File: src/rtl/issue_pkg.sv
// +----------------------------------------------------------------------+
// | issue_pkg -- shared unit indices and latencies for the issue path    |
// | Rev 1.0                                                              |
// +----------------------------------------------------------------------+
`default_nettype none

package issue_pkg;

  localparam int NUM_IQ        = 4;
  localparam int IQ_W          = 2;
  localparam int LAT_INT       = 1;
  localparam int LAT_LS        = 2;
  localparam int LAT_MUL       = 4;
  localparam int LAT_DIV       = 6;
  localparam int DEF_RES_DEPTH = 8;

  typedef enum logic [IQ_W-1:0] {
    IQ_INT = 2'd0,
    IQ_LS  = 2'd1,
    IQ_MUL = 2'd2,
    IQ_DIV = 2'd3
  } iq_idx_e;

  function automatic int lat_of(input iq_idx_e idx);
    case (idx)
      IQ_INT:  return LAT_INT;
      IQ_LS:   return LAT_LS;
      IQ_MUL:  return LAT_MUL;
      default: return LAT_DIV;
    endcase
  endfunction

endpackage

`default_nettype wire

File: src/rtl/issue_scheduler_if.sv
// +----------------------------------------------------------------------+
// | issue_scheduler_if -- queue-ready / grant / CDB-owner bundle         |
// | Rev 1.0                                                              |
// +----------------------------------------------------------------------+
`default_nettype none

interface issue_scheduler_if;
  import issue_pkg::*;

  logic [NUM_IQ-1:0] issueque_ready;
  logic              issue_stall;
  logic [NUM_IQ-1:0] issueblk_done;
  logic [IQ_W-1:0]   cdb_owner;
  logic              cdb_owner_valid;
  logic              div_busy;

  modport master (
    output issueque_ready, issue_stall,
    input  issueblk_done, cdb_owner, cdb_owner_valid, div_busy
  );

  modport slave (
    input  issueque_ready, issue_stall,
    output issueblk_done, cdb_owner, cdb_owner_valid, div_busy
  );

endinterface

`default_nettype wire

File: src/rtl/cdb_reservation_shreg.sv
// +----------------------------------------------------------------------+
// | cdb_reservation_shreg -- CDB slot busy/owner shift register          |
// | Rev 1.0                                                              |
// +----------------------------------------------------------------------+
`default_nettype none

module cdb_reservation_shreg
  import issue_pkg::*;
#(
  parameter int DEPTH  = DEF_RES_DEPTH,
  parameter int SLOT_W = $clog2(DEPTH)
) (
  input  logic              clk,
  input  logic              reset,
  input  logic              set_en,
  input  logic [SLOT_W-1:0] set_slot,
  input  logic [IQ_W-1:0]   set_owner,
  output logic [DEPTH-1:0]  res,
  output logic [IQ_W-1:0]   owner0,
  output logic              valid0
);

  logic [DEPTH-1:0][IQ_W-1:0] owner;
  logic [DEPTH-1:0][IQ_W-1:0] owner_next;
  logic [DEPTH-1:0]           res_next;

  // Slot i holds the owner of the CDB i cycles from now; everything ages by one.
  always_comb begin
    res_next   = {1'b0, res[DEPTH-1:1]};
    owner_next = {IQ_W'(0), owner[DEPTH-1:1]};
    if (set_en) begin
      res_next[set_slot]   = 1'b1;
      owner_next[set_slot] = set_owner;
    end
  end

  always_ff @(posedge clk) begin
    if (!reset) begin
      res   <= '0;
      owner <= '0;
    end else begin
      res   <= res_next;
      owner <= owner_next;
    end
  end

  assign valid0 = res[0];
  assign owner0 = owner[0];

endmodule

`default_nettype wire

File: src/rtl/issue_scheduler.sv
// +----------------------------------------------------------------------+
// | issue_scheduler -- one-per-cycle issue with CDB slot reservation;    |
// | ISSUE_FIXED_PRIO_EN selects DIV>MUL>LS>INT instead of round-robin.   |
// | Rev 1.0                                                              |
// +----------------------------------------------------------------------+
`default_nettype none

module issue_scheduler
  import issue_pkg::*;
#(
  parameter int NUM_Q     = NUM_IQ,
  parameter int INT_LAT   = LAT_INT,
  parameter int LS_LAT    = LAT_LS,
  parameter int MUL_LAT   = LAT_MUL,
  parameter int DIV_LAT   = LAT_DIV,
  parameter int RES_DEPTH = DEF_RES_DEPTH
) (
  input  logic            clk,
  input  logic            reset,
  issue_scheduler_if.slave bus
);

  localparam int SLOT_W = $clog2(RES_DEPTH);
  localparam int DIV_W  = $clog2(DIV_LAT);
  localparam int LAT [NUM_Q] = '{INT_LAT, LS_LAT, MUL_LAT, DIV_LAT};

  if (NUM_Q != 4 || RES_DEPTH <= INT_LAT || RES_DEPTH <= LS_LAT ||
      RES_DEPTH <= MUL_LAT || RES_DEPTH <= DIV_LAT) begin : g_cfg_check
    $error("issue_scheduler: RES_DEPTH must exceed every unit latency");
  end

  logic [RES_DEPTH-1:0] res;
  logic [IQ_W-1:0]      owner0;
  logic                 valid0;
  logic [NUM_Q-1:0]     slot_taken;
  logic [NUM_Q-1:0]     elig;
  logic [NUM_Q-1:0]     grant;
  logic [IQ_W-1:0]      gidx;
  logic                 gvalid;
  logic [SLOT_W-1:0]    set_slot;
  logic [DIV_W-1:0]     div_cnt;

  // res[LAT] becomes res[LAT-1] after this edge, which is where a new grant would land.
  always_comb begin
    slot_taken = '0;
    for (int k = 0; k < NUM_Q; k++) begin
      slot_taken[k] = res[LAT[k]];
    end
  end

  for (genvar q = 0; q < NUM_Q; q++) begin : g_elig
    assign elig[q] = bus.issueque_ready[q] && !bus.issue_stall && !slot_taken[q] &&
                     ((q != int'(IQ_DIV)) || (div_cnt == '0));
  end

`ifdef ISSUE_FIXED_PRIO_EN
  always_comb begin
    grant  = '0;
    gidx   = '0;
    gvalid = 1'b0;
    for (int k = NUM_Q - 1; k >= 0; k--) begin
      if (!gvalid && elig[k]) begin
        grant[k] = 1'b1;
        gidx     = IQ_W'(k);
        gvalid   = 1'b1;
      end
    end
  end
`else
  logic [IQ_W-1:0] rr_ptr;
  logic [IQ_W-1:0] cand;

  // Ineligible queues are simply skipped, so a blocked slot never stalls the rest.
  always_comb begin
    grant  = '0;
    gidx   = '0;
    gvalid = 1'b0;
    cand   = '0;
    for (int k = 0; k < NUM_Q; k++) begin
      cand = rr_ptr + IQ_W'(k);
      if (!gvalid && elig[cand]) begin
        grant[cand] = 1'b1;
        gidx        = cand;
        gvalid      = 1'b1;
      end
    end
  end

  always_ff @(posedge clk) begin
    if (!reset) begin
      rr_ptr <= '0;
    end else if (gvalid) begin
      rr_ptr <= gidx + IQ_W'(1);
    end
  end
`endif

  always_comb begin
    set_slot = SLOT_W'(LAT[gidx] - 1);
  end

  always_ff @(posedge clk) begin
    if (!reset) begin
      div_cnt <= '0;
    end else if (grant[IQ_DIV]) begin
      div_cnt <= DIV_W'(DIV_LAT - 1);
    end else if (div_cnt != '0) begin
      div_cnt <= div_cnt - 1'b1;
    end
  end

  cdb_reservation_shreg #(
    .DEPTH  (RES_DEPTH),
    .SLOT_W (SLOT_W)
  ) u_res (
    .clk       (clk),
    .reset     (reset),
    .set_en    (gvalid),
    .set_slot  (set_slot),
    .set_owner (gidx),
    .res       (res),
    .owner0    (owner0),
    .valid0    (valid0)
  );

  assign bus.issueblk_done   = grant;
  assign bus.cdb_owner_valid = valid0;
  assign bus.cdb_owner       = valid0 ? owner0 : '0;
  assign bus.div_busy        = (div_cnt != '0);

endmodule

`default_nettype wire

File: src/flat_wrapper.sv
// flat-port wrapper written by rule: the top's interface ports become plain ports
module issue_scheduler_flat import issue_pkg::*;
#(
  parameter int NUM_Q     = NUM_IQ,
  parameter int INT_LAT   = LAT_INT,
  parameter int LS_LAT    = LAT_LS,
  parameter int MUL_LAT   = LAT_MUL,
  parameter int DIV_LAT   = LAT_DIV,
  parameter int RES_DEPTH = DEF_RES_DEPTH
)
  (clk, reset, bus_issueque_ready, bus_issue_stall, bus_issueblk_done, bus_cdb_owner, bus_cdb_owner_valid, bus_div_busy);
  issue_scheduler_if bus_i ();
  input  logic clk;
  input  logic reset;
  input wire logic [$bits(bus_i.issueque_ready)-1:0] bus_issueque_ready;
  input wire logic [$bits(bus_i.issue_stall)-1:0] bus_issue_stall;
  output wire logic [$bits(bus_i.issueblk_done)-1:0] bus_issueblk_done;
  output wire logic [$bits(bus_i.cdb_owner)-1:0] bus_cdb_owner;
  output wire logic [$bits(bus_i.cdb_owner_valid)-1:0] bus_cdb_owner_valid;
  output wire logic [$bits(bus_i.div_busy)-1:0] bus_div_busy;
  assign bus_i.issueque_ready = bus_issueque_ready;
  assign bus_i.issue_stall = bus_issue_stall;
  assign bus_issueblk_done = bus_i.issueblk_done;
  assign bus_cdb_owner = bus_i.cdb_owner;
  assign bus_cdb_owner_valid = bus_i.cdb_owner_valid;
  assign bus_div_busy = bus_i.div_busy;
  issue_scheduler #(.NUM_Q(NUM_Q), .INT_LAT(INT_LAT), .LS_LAT(LS_LAT), .MUL_LAT(MUL_LAT), .DIV_LAT(DIV_LAT), .RES_DEPTH(RES_DEPTH)) u_core (.clk(clk), .reset(reset), .bus(bus_i));
endmodule
File: config.mk
export PLATFORM = sky130hd
export DESIGN_NAME = issue_scheduler_flat
export DESIGN_NICKNAME = d
export VERILOG_FILES = /design/src/rtl/issue_pkg.sv /design/src/rtl/issue_scheduler_if.sv /design/src/rtl/cdb_reservation_shreg.sv /design/src/rtl/issue_scheduler.sv /design/src/flat_wrapper.sv
export SDC_FILE = /design/constraint.sdc
export NUM_CORES = 1
export LEC_CHECK = 0
export BUFFER_PORTS_ARGS = -buffer_cell sky130_fd_sc_hd__buf_2
export CAP_MARGIN = 20
export CORE_MARGIN = 2
export CORE_UTILIZATION = 63
export DETAILED_ROUTE_END_ITERATION = 10
export HOLD_SLACK_MARGIN = 0.08
export PLACE_DENSITY = 0.83
export SYNTH_ARGS = -nofsm -noshare
export SYNTH_HDL_FRONTEND = slang
export SYNTH_SLANG_ARGS = --single-unit
File: constraint.sdc
create_clock -name clk -period 6.62 [get_ports clk]
set_input_delay 0.331 -clock clk [delete_from_list [all_inputs] [get_ports clk]]
set_output_delay 0.331 -clock clk [all_outputs]
set_load 0.005 [all_outputs]
==> results_dict.tcl <==
set metrics [dict create \
    tightestPinTransition_ns 0.957 \
    wire_per_inst_microns 15.5 \
    port_buffers 14 \
    synth-compound-area-share 0.272 \
    postRouteAntennaNets 0 \
    drive_above_1_share 0.258 \
    period_share 0.631 \
    synth_top_cell_area_share 0.328 \
    grt_pass1_wl_microns 5730 \
    cts_setup_buffers 0 \
    synthesis.area_sq_um 1770 \
    p_clk_frac 0.152 \
    async_flop_share 0 \
    area_growth_pct 8.20 \
    ir_worst_vdd_mv 0.373 \
    finalMaxSlewViolations 0 \
    grt_usage 0.222 \
    post-place-ws_ns 2.48 \
    synth_xor_xnor_area_share 0.00495 \
    hold_violations 0 \
    fill_cells 190 \
    cts_resized 0 \
    ctsHoldBuffers 0 \
    setup_tns_ns 0 \
    overflow 0 \
    seq_area_frac_synth 0.328 \
    arrival_ns 4.41 \
    share_seq_of_total_power 0.273 \
    avgSynthCellArea_sq_um 9.78 \
    power_uw 993 \
    max_freq_mhz 239 \
    gp_congestion 0.808 \
    whs_endpoint "u_core.rr_ptr[0]" \
    hp-class "input port to register" \
    multi_input_area_sq_um 1090 \
    core_sq_um 2710 \
    clk_pin_slew_worst_paths_ns 0.09 \
    die_x_microns 57.0 \
    rr_worst_depth 10 \
    cp_top_family "compound AO/OA/AOI/OAI gates" \
    vias 1412 \
    cts_root_buf "clkbuf_4" \
    max_stage_delay_ns 0.80 \
    synthMuxAreaShare 0.0664 \
    path_max_fanout 18 \
    swShare 0.460 \
    synth_area_leader_cell "dfxtp_1" \
    synth-simple-area-share 0.196 \
    hold_depth 2 \
    finalClockSkew_ns 0.0149 \
    rsz0062_at_grt "false" \
    clk_latency_ns 0.33 \
    crit_type "register to register" \
    cellPowerDensity_nw_per_um2 518 \
    synthTopCellsByArea "dfxtp_1 (33%), ha_1 (7.8%), a21oi_1 (5.1%)" \
    synthAdderAreaFrac 0.0777 \
    slew_headroom 0.362 \
    num_rows 19 \
    setup_ws_ns 2.44 \
    hpwl_microns 2500 \
    start_util 0.653 \
    cpMostUsedCell "ha_1" \
    slowest_stage "dfxtp_1" \
    drtIter0Drc 97 \
    fin_crit_ns 4.18 \
    p_int_uw 537 \
    cts.path.max_buffers 2 \
    postSynthRegisterBits 29 \
    synth_fp_nets 199 \
    combPwrFrac 0.575 \
    route.detailed.drc 0 \
    max-cap-violations 0 \
    dieArea_sq_um 3250 \
    crit_path_end_kind "register" \
    synth_edf_count 0 \
    antenna_found_initial 0 \
    path_cells "inv_2 > ha_1 > mux2i_4 > o21ai_1 > a22oi_1 > ha_1 > inv_1 > a41oi_4 > a21oi_1 > a311oi_1" \
    synthFlopType "dfxtp_1" \
    wl_microns 3490 \
    synth_cell_types 56 \
    finalNetCount 211 \
    cts_made_buffers 5 \
    p_leak_uw 0.000750 \
    status "finished, final reports clean" \
    p_sw_uw 456 \
    hp-start "reset" \
    cts_tree "yes" \
    final-seq-area_sq_um 581 \
    grt_max_degree 19 \
    ys_warn_count 0 \
    die_h_microns 57.0 \
    syn_inst 181 \
    clock_sinks 29 \
    startpoint_type "register" \
    drtPass1Iterations 4 \
    grt_pass1_vias 1270 \
    r2r_end "u_core.u_res.owner[5]" \
    path_buf_inv 2 \
    vias_per_cell 6.28 \
    pin_count 15 \
    antenna_cells 0 \
    setup_viol 0 \
    crit_required_ns 6.85 \
    rrSetupSlack_ns 2.44 \
    htreeDepth 2 \
    r2r-start "u_core.rr_ptr[0]" \
    synth_top_family_by_area "compound AO/OA/AOI/OAI gates" \
]
-- metrics by stage --
stage | cells | util | hold slack, ns | cell area [sq um]
after detailed placement | 217 | 0.675 | 0.446 | 1830
after global placement | 217 | 0.675 | 0.421 | 1830
after floorplan | 181 | - | 0.413 | 1770
after CTS | 225 | 0.707 | 0.339 | 1920
final | 225 | 0.707 | 0.346 | 1920
after global routing | 225 | 0.707 | 0.355 | 1920
-- cell families after synthesis --
kind of cell	after synthesis
buffers and inverters	22
AND/OR/NAND/NOR	49
flip-flops	29
AO/OA/AOI/OAI	62
multiplexers	7
adder cells (fa/ha/maj)	11
XOR/XNOR	1
-- cell usage in the layout, fill, tap and decap left out, types with 4 or more instances in the layout --
cell	instances
dfxtp_1	29
a21oi_1	18
nor2_1	17
buf_2	14
inv_1	11
ha_1	11
o21ai_0	8
nand2_1	6
a311oi_1	6
clkbuf_4	5
a211oi_2	4
o21ai_1	4
-- synth_stat cells (2+ instances only) --
cell,instances
mux2i_4,3
a211oi_1,3
a221oi_1,3
o21ai_0,8
a31oi_1,2
nor3_1,2
a21oi_1,18
mux2i_1,2
o211ai_1,2
inv_1,11
nand4_1,2
a211oi_2,4
a41oi_4,2
dfxtp_1,29
and2_1,2
mux2_4,2
clkbuf_1,4
ha_1,11
and4bb_2,2
a311oi_1,6
a21oi_2,2
nor2_1,17
buf_2,3
o21ai_1,4
nand2_1,6
-- layer usage --
layer  GRT usage  up-vias  routed length, microns
met2       0.384       32                    1770
met3      0.0476        5                     120
li1            -      695                       -
met4      0.0532        0                      31
met1       0.285      680                    1570
met5           0        -                       0
-- worst reg2reg max path: stages (launching register included) --
cell      delay (ns)
dfxtp_1         0.80
inv_2           0.19
ha_1            0.64
mux2i_4         0.47
o21ai_1         0.10
a22oi_1         0.78
ha_1            0.31
inv_1           0.08
a41oi_4         0.33
a21oi_1         0.12
a311oi_1        0.26
-- final cells by class --
cell class	instances	area share
sequential	29	0.303
clock inverter	1	0.0157
clock buffer	7	0.0287
tap	31	0.0202
inverter	13	0.0255
timing repair buffer	14	0.0366
multi-input combinational	130	0.570
-- power by group through the flow --
stage / logic [uW] / clock network, uW / registers, uW
after floorplan: 481 / 0 / 254
after global placement: 542 / 0 / 270
after detailed placement: 563 / 0 / 274
after CTS: 568 / 151 / 270
after global routing: 627 / 158 / 276
final: 571 / 151 / 271
-- registers in the layout, indices dropped and copies added (netlist names) --
name / count
u_core.rr_ptr: 2
u_core.div_cnt: 3
u_core.u_res.owner0: 2
u_core.u_res.res: 8
u_core.u_res.owner: 14
-- worst max path at each step --
| stage | cells after the start | slack [ns] | start | to |
|---|---|---|---|---|
| after detailed placement | 10 | 2.48 | u_core.rr_ptr[0] | u_core.u_res.owner[4] |
| after floorplan | 13 | 3.29 | u_core.rr_ptr[1] | u_core.u_res.owner[4] |
| final | 10 | 2.44 | u_core.rr_ptr[0] | u_core.u_res.owner[5] |
| after CTS | 10 | 2.47 | u_core.rr_ptr[0] | u_core.u_res.owner[4] |
| after global routing | 10 | 2.09 | u_core.rr_ptr[0] | u_core.u_res.owner[5] |
| after global placement | 10 | 2.65 | u_core.rr_ptr[0] | u_core.u_res.owner[5] |
Note: power is estimated with default switching activity, not from simulation.
